$ cat src/rtl/simmem_pkg.sv
// Shared defaults and types for the simulated-memory delay releaser.
//   DefIdWidth    : default transaction ID width
//   DefNumSlots   : default number of concurrent delay slots
//   DefDelayWidth : default per-request delay width, in cycles
//   DefCntWidth   : default width of each per-ID expired counter
//   slot_state_t  : one delay slot's state {busy, id, counter}
package simmem_pkg;

    localparam int DefIdWidth    = 4;
    localparam int DefNumSlots   = 8;
    localparam int DefDelayWidth = 8;
    localparam int DefCntWidth   = 6;

    typedef struct packed {
        logic                     busy;
        logic [DefIdWidth-1:0]    id;
        logic [DefDelayWidth-1:0] counter;
    } slot_state_t;

endpackage

$ cat src/rtl/simmem_delay_slot.sv
// One delay slot: loads {id, delay}, counts down to zero, then raises
// expire_o for one cycle and returns to idle on the following edge.
//   clk_i, rst_ni : clock, asynchronous active-low reset
//   load_i        : capture id_i/delay_i (only asserted while idle)
//   id_i, delay_i : request ID and delay
//   busy_o        : registered occupancy
//   id_o          : ID held by the slot
//   expire_o      : busy with counter == 0 this cycle
module simmem_delay_slot
    import simmem_pkg::*;
#(
    parameter int IDWidth    = DefIdWidth,
    parameter int DelayWidth = DefDelayWidth
) (
    input  logic                  clk_i,
    input  logic                  rst_ni,
    input  logic                  load_i,
    input  logic [IDWidth-1:0]    id_i,
    input  logic [DelayWidth-1:0] delay_i,
    output logic                  busy_o,
    output logic [IDWidth-1:0]    id_o,
    output logic                  expire_o
);

    // Same layout as slot_state_t, sized by this instance's parameters.
    typedef struct packed {
        logic                  busy;
        logic [IDWidth-1:0]    id;
        logic [DelayWidth-1:0] counter;
    } state_t;

    state_t state_q;

    always_ff @(posedge clk_i or negedge rst_ni) begin
        if (!rst_ni) begin
            state_q <= '0;
        end else if (load_i) begin
            state_q.busy    <= 1'b1;
            state_q.id      <= id_i;
            state_q.counter <= delay_i;
        end else if (state_q.busy) begin
            if (state_q.counter == '0) state_q.busy <= 1'b0;
            else                       state_q.counter <= state_q.counter - 1'b1;
        end
    end

    assign busy_o   = state_q.busy;
    assign id_o     = state_q.id;
    assign expire_o = state_q.busy && (state_q.counter == '0);

endmodule

$ cat src/rtl/simmem_delay_releaser.sv
// Delays incoming requests by a per-request cycle count and then grants
// per-ID release permission to the linked-list bank by counting expired
// entries per ID. Which slot produced a release is not tracked.
//   clk_i, rst_ni       : clock, asynchronous active-low reset
//   req_valid_i/ready_o : delay request handshake (ready = any idle slot)
//   req_id_i, req_delay_i : request ID and delay
//   rel_done_i, rel_done_id_i : bank released one message of that ID
//   release_en_o        : per-ID release enable (expired count != 0)
//   busy_slots_o        : number of occupied slots
//   err_o               : sticky underflow/overflow error
module simmem_delay_releaser
    import simmem_pkg::*;
#(
    parameter int IDWidth    = DefIdWidth,
    parameter int NumSlots   = DefNumSlots,
    parameter int DelayWidth = DefDelayWidth,
    parameter int CntWidth   = DefCntWidth
) (
    input  logic                          clk_i,
    input  logic                          rst_ni,
    input  logic                          req_valid_i,
    output logic                          req_ready_o,
    input  logic [IDWidth-1:0]            req_id_i,
    input  logic [DelayWidth-1:0]         req_delay_i,
    input  logic                          rel_done_i,
    input  logic [IDWidth-1:0]            rel_done_id_i,
    output logic [2**IDWidth-1:0]         release_en_o,
    output logic [$clog2(NumSlots+1)-1:0] busy_slots_o,
    output logic                          err_o
);

    localparam int NumIds = 2**IDWidth;
    localparam int BusyW  = $clog2(NumSlots+1);
    // Wide enough for count + all slots expiring at once, before clamping.
    localparam int SumW   = CntWidth + BusyW + 1;
    localparam logic [SumW-1:0] CntMax = {{(SumW-CntWidth){1'b0}}, {CntWidth{1'b1}}};

    logic [NumSlots-1:0]              busy, expire, load;
    logic [NumSlots-1:0][IDWidth-1:0] slot_id;

    logic [NumIds-1:0][CntWidth-1:0]  exp_cnt_q, exp_cnt_d;
    logic [NumIds-1:0]                release_en_q;
    logic                             err_q, err_d;

    // Lowest-index idle slot, based on registered occupancy only: a slot
    // expiring this cycle still reads busy and is reused on the next edge.
    always_comb begin
        logic found;
        found = 1'b0;
        load  = '0;
        for (int s = 0; s < NumSlots; s++) begin
            if (!busy[s] && !found) begin
                load[s] = req_valid_i;
                found   = 1'b1;
            end
        end
    end

    assign req_ready_o = ~&busy;

    for (genvar s = 0; s < NumSlots; s++) begin : g_slot
        simmem_delay_slot #(
            .IDWidth    (IDWidth),
            .DelayWidth (DelayWidth)
        ) u_slot (
            .clk_i    (clk_i),
            .rst_ni   (rst_ni),
            .load_i   (load[s]),
            .id_i     (req_id_i),
            .delay_i  (req_delay_i),
            .busy_o   (busy[s]),
            .id_o     (slot_id[s]),
            .expire_o (expire[s])
        );
    end

    // Per-ID net update: +k expiries, -1 on a release of that ID.
    // Decrement below zero clamps at 0; sums above CntMax saturate.
    always_comb begin
        logic [BusyW-1:0] k;
        logic [SumW-1:0]  sum;
        err_d     = err_q;
        exp_cnt_d = exp_cnt_q;
        k         = '0;
        sum       = '0;
        for (int i = 0; i < NumIds; i++) begin
            k = '0;
            for (int s = 0; s < NumSlots; s++) begin
                if (expire[s] && (slot_id[s] == IDWidth'(i))) k = k + BusyW'(1);
            end
            sum = SumW'(exp_cnt_q[i]) + SumW'(k);
            if (rel_done_i && (rel_done_id_i == IDWidth'(i))) begin
                if (sum == '0) err_d = 1'b1;
                else           sum   = sum - SumW'(1);
            end
            if (sum > CntMax) begin
                exp_cnt_d[i] = '1;
                err_d        = 1'b1;
            end else begin
                exp_cnt_d[i] = sum[CntWidth-1:0];
            end
        end
    end

    always_ff @(posedge clk_i or negedge rst_ni) begin
        if (!rst_ni) begin
            exp_cnt_q    <= '0;
            release_en_q <= '0;
            err_q        <= 1'b0;
        end else begin
            exp_cnt_q <= exp_cnt_d;
            err_q     <= err_d;
            // Registered copy of (exp_cnt != 0) so the enable is flop-driven.
            for (int i = 0; i < NumIds; i++) release_en_q[i] <= |exp_cnt_d[i];
        end
    end

    always_comb begin
        busy_slots_o = '0;
        for (int s = 0; s < NumSlots; s++) busy_slots_o = busy_slots_o + BusyW'(busy[s]);
    end

    assign release_en_o = release_en_q;
    assign err_o        = err_q;

endmodule

$ cat config.mk
export PLATFORM = sky130hd
export DESIGN_NAME = simmem_delay_releaser
export DESIGN_NICKNAME = d
export VERILOG_FILES = /design/src/rtl/simmem_pkg.sv /design/src/rtl/simmem_delay_slot.sv /design/src/rtl/simmem_delay_releaser.sv
export SDC_FILE = /design/constraint.sdc
export NUM_CORES = 1
export LEC_CHECK = 0
export CORE_MARGIN = 5
export CORE_UTILIZATION = 62
export DETAILED_ROUTE_END_ITERATION = 8
export PLACE_DENSITY = 0.79
export SLEW_MARGIN = 20
export SYNTH_ARGS = -nofsm -noshare
export SYNTH_HDL_FRONTEND = slang
export SYNTH_SLANG_ARGS = --single-unit
$ cat constraint.sdc
create_clock -name clk_i -period 15.3 [get_ports clk_i]
set_clock_uncertainty 0.1 [all_clocks]
set_input_delay 1.53 -clock clk_i [delete_from_list [all_inputs] [get_ports clk_i]]
set_output_delay 1.53 -clock clk_i [all_outputs]
set_load 0.01 [all_outputs]
==> metrics.txt <==
status=finished, final reports clean; DR WL/cell=~20 µm; Max Buffers Root-to-Sink=3; core area=38,800 µm²; post-synth top area share=22.2%; Die ar.=43,500 µm²; mapped cell area=24,500 µm²; placed inst area=25,300 µm²; layout filler cell count=3,227; Setup violations, final=0; synth warn=0; Critical Path Start Type=flip-flop; WP data required=~16,000 ps; Critical path buffers and inverters=2; sequential share of the synthesized area=between 20% and 30%; initial antenna violation count=4; I/O Buffers=41; Synth cell types=94; initial DRC count=around 2,200; Vert. Die Dim=209 µm; GRT overflow=0; Synth area leader=dfrtp_1; Max-slew headroom=21.2%; Cell Rows=72; share of cells above drive strength 1=6.52%; Post-Route WL=70.3 mm; htree depth=1; vias in the first global route=approximately 22,000; CTS tree=done; Layout area overhead=7.96%; CP max-delay cell=o21ai_1; Setup Buffers After CTS=0; Mapped Nets=3,317; post-layout instance area=around 26,000 µm²; Die X=209 µm; # hold bufs at CTS=0; average size of a mapped cell=8.02 µm²; GRT Total Usage=31.2%; fin. max-slew vios=0; fraction of registers with async set/reset=100%; clock-pin slew of the registers on the worst-case setup and hold paths=60 ps; post-DP HPWL=between 50 and 60 mm; Post-synth EDFFs=0; largest cells by area after synthesis=dfrtp_1 22%, ha_1 12%, xnor2_1 6.9%, nand2_1 5.7%, xor2_1 4.4%; crit-path leading delay family=simple AND/OR/NAND/NOR gates; critical path fanouts, max=11; worst min path class=reg -> reg; placed insts=3,545; Top FF cell, synth=dfrtp_1; commonest cells in the netlist=374 x nand2_1, 262 x nor2_1, 226 x ha_1; multi-input combinational cell area=18,000 µm²; DR pass1 iterations=9; Sequential Area=5430 µm²; period utilisation layout=58.1%; Slew @ Worst Pin=1180 ps; DRC=0; vias per cell=6.41; clk root buf=clkbuf_16; Skew-Pair Late Insertion Delay=580 ps; Pleak=11.8 nW; cell count after synthesis=roughly 3,000; vias=23,100; FF+latch count, synth=217; CTS Buf Count=29; PD cells=99.6 nW/µm²; Hold Violations, Final=0; CTS sink cnt=217; largest net degree at the start of global routing=98; CP max stage delay=740 ps; peak supply drop=106 µV; final worst path period need=8880 ps; Most common cell on crit path=ha_1; fin cells=3,600; Max Freq=113 MHz; Initial Util=63.0%; setup TNS=0 ps; Boundary Pins=42; WS Path Type=reg -> reg; PostCTS Resize Cnt=0; placer congestion estimate=0.968; DRT antenna net count=0; Worst Path Arrival=9220 ps; most frequent cell after synthesis=nand2_1; RSZ-0062 raised after global routing=no; Worst Setup End Kind=flip-flop; nets=roughly 3,300; max-cap violations=0; first-pass GRT wire length=113 mm
registers in the layout, summed over array words and instances (netlist names):
register,count
exp_cnt_q,96
g_slot.u_slot.id_o,32
err_o,1
release_en_o,16
g_slot.u_slot.state_q,64
g_slot.u_slot.busy_o,8
layer usage:
metal	vias up	wire length, µm	track usage (%)
met4	4	2810	12.0
met1	11100	29300	41.5
met2	938	32900	52.4
met5	-	21	0
li1	10900	-	-
met3	175	5290	3.82
metrics by stage:
stage / utilization [%] / total power, W / hold WS [ps] / setup slack (ps)
3_5_place_dp: 65.3 / 0.00184 / 396 / 6610
4_1_cts: 68.0 / 0.00262 / 413 / 6560
5_1_grt: 68.0 / 0.00279 / 435 / 5820
3_3_place_gp: 65.3 / 0.00180 / 393 / 6820
6_report: 68.0 / 0.00263 / 412 / 6420
2_1_floorplan: - / 0.00159 / 372 / 7600
kinds of logic (layout without fill, tap and decap cells):
logic type,after synthesis,in the layout,share of synthesized area (%)
XOR/XNOR,337,337,13.1
AO/OA/AOI/OAI,579,579,15.3
multiplexers,115,115,5.06
flip-flops,217,217,22.2
AND/OR/NAND/NOR,1280,1280,26.8
other,0,1,0
adder cells (fa/ha/maj),246,246,13.2
buffers and inverters,277,307,4.36
area by class of cell:
| cell class | instances | area share, % |
|---|---|---|
| multi-input combinational | 2557 | 68.2 |
| sequential | 217 | 20.6 |
| inverter | 198 | 2.81 |
| clock inverter | 14 | 0.858 |
| antenna | 1 | 0.00948 |
| timing repair buffer | 56 | 2.00 |
| tap | 518 | 2.45 |
| clock buffer | 39 | 3.12 |
path summary, 6_finish.rpt:
path	start	end	slack [ps]	cells past startpoint
min reg2reg	g_slot[7].u_slot.state_q[5]	g_slot[7].u_slot.state_q[5]	410	1
max	g_slot[0].u_slot.state_q[4]	err_o	6420	28
min	g_slot[7].u_slot.state_q[5]	g_slot[7].u_slot.state_q[5]	410	1
max reg2reg	g_slot[0].u_slot.state_q[4]	err_o	6420	28
min in group asynchronous	rst_ni	exp_cnt_q[4]	820	1
max in group asynchronous	rst_ni	release_en_o[3]	12130	3
cell usage in the layout (no fill, tap or decap), types with 28 or more instances in the layout:
master and count:
xnor2_1 193, nand4_1 63, nor4_1 28, clkdlybuf4s50_1 40, a211oi_1 30, nor2b_1 62
nand3_1 119, clkbuf_16 29, ha_1 226, and3_1 29, a21o_1 49, mux2i_1 46
xor2_1 122, nor2_1 262, nand2_1 374, inv_1 196, nand2b_1 44, nor3_1 97
a21oi_1 138, o21ai_0 139, dfrtp_1 217, mux2_2 69
report_power, final:
group | internal [W] | switching [W] | total (W)
clock network | 0.000475 | 0.000286 | 0.000762
logic | 0.000395 | 0.000577 | 0.000972
registers | 0.000723 | 0.000173 | 0.000896
(Power assumes the default switching activity.)
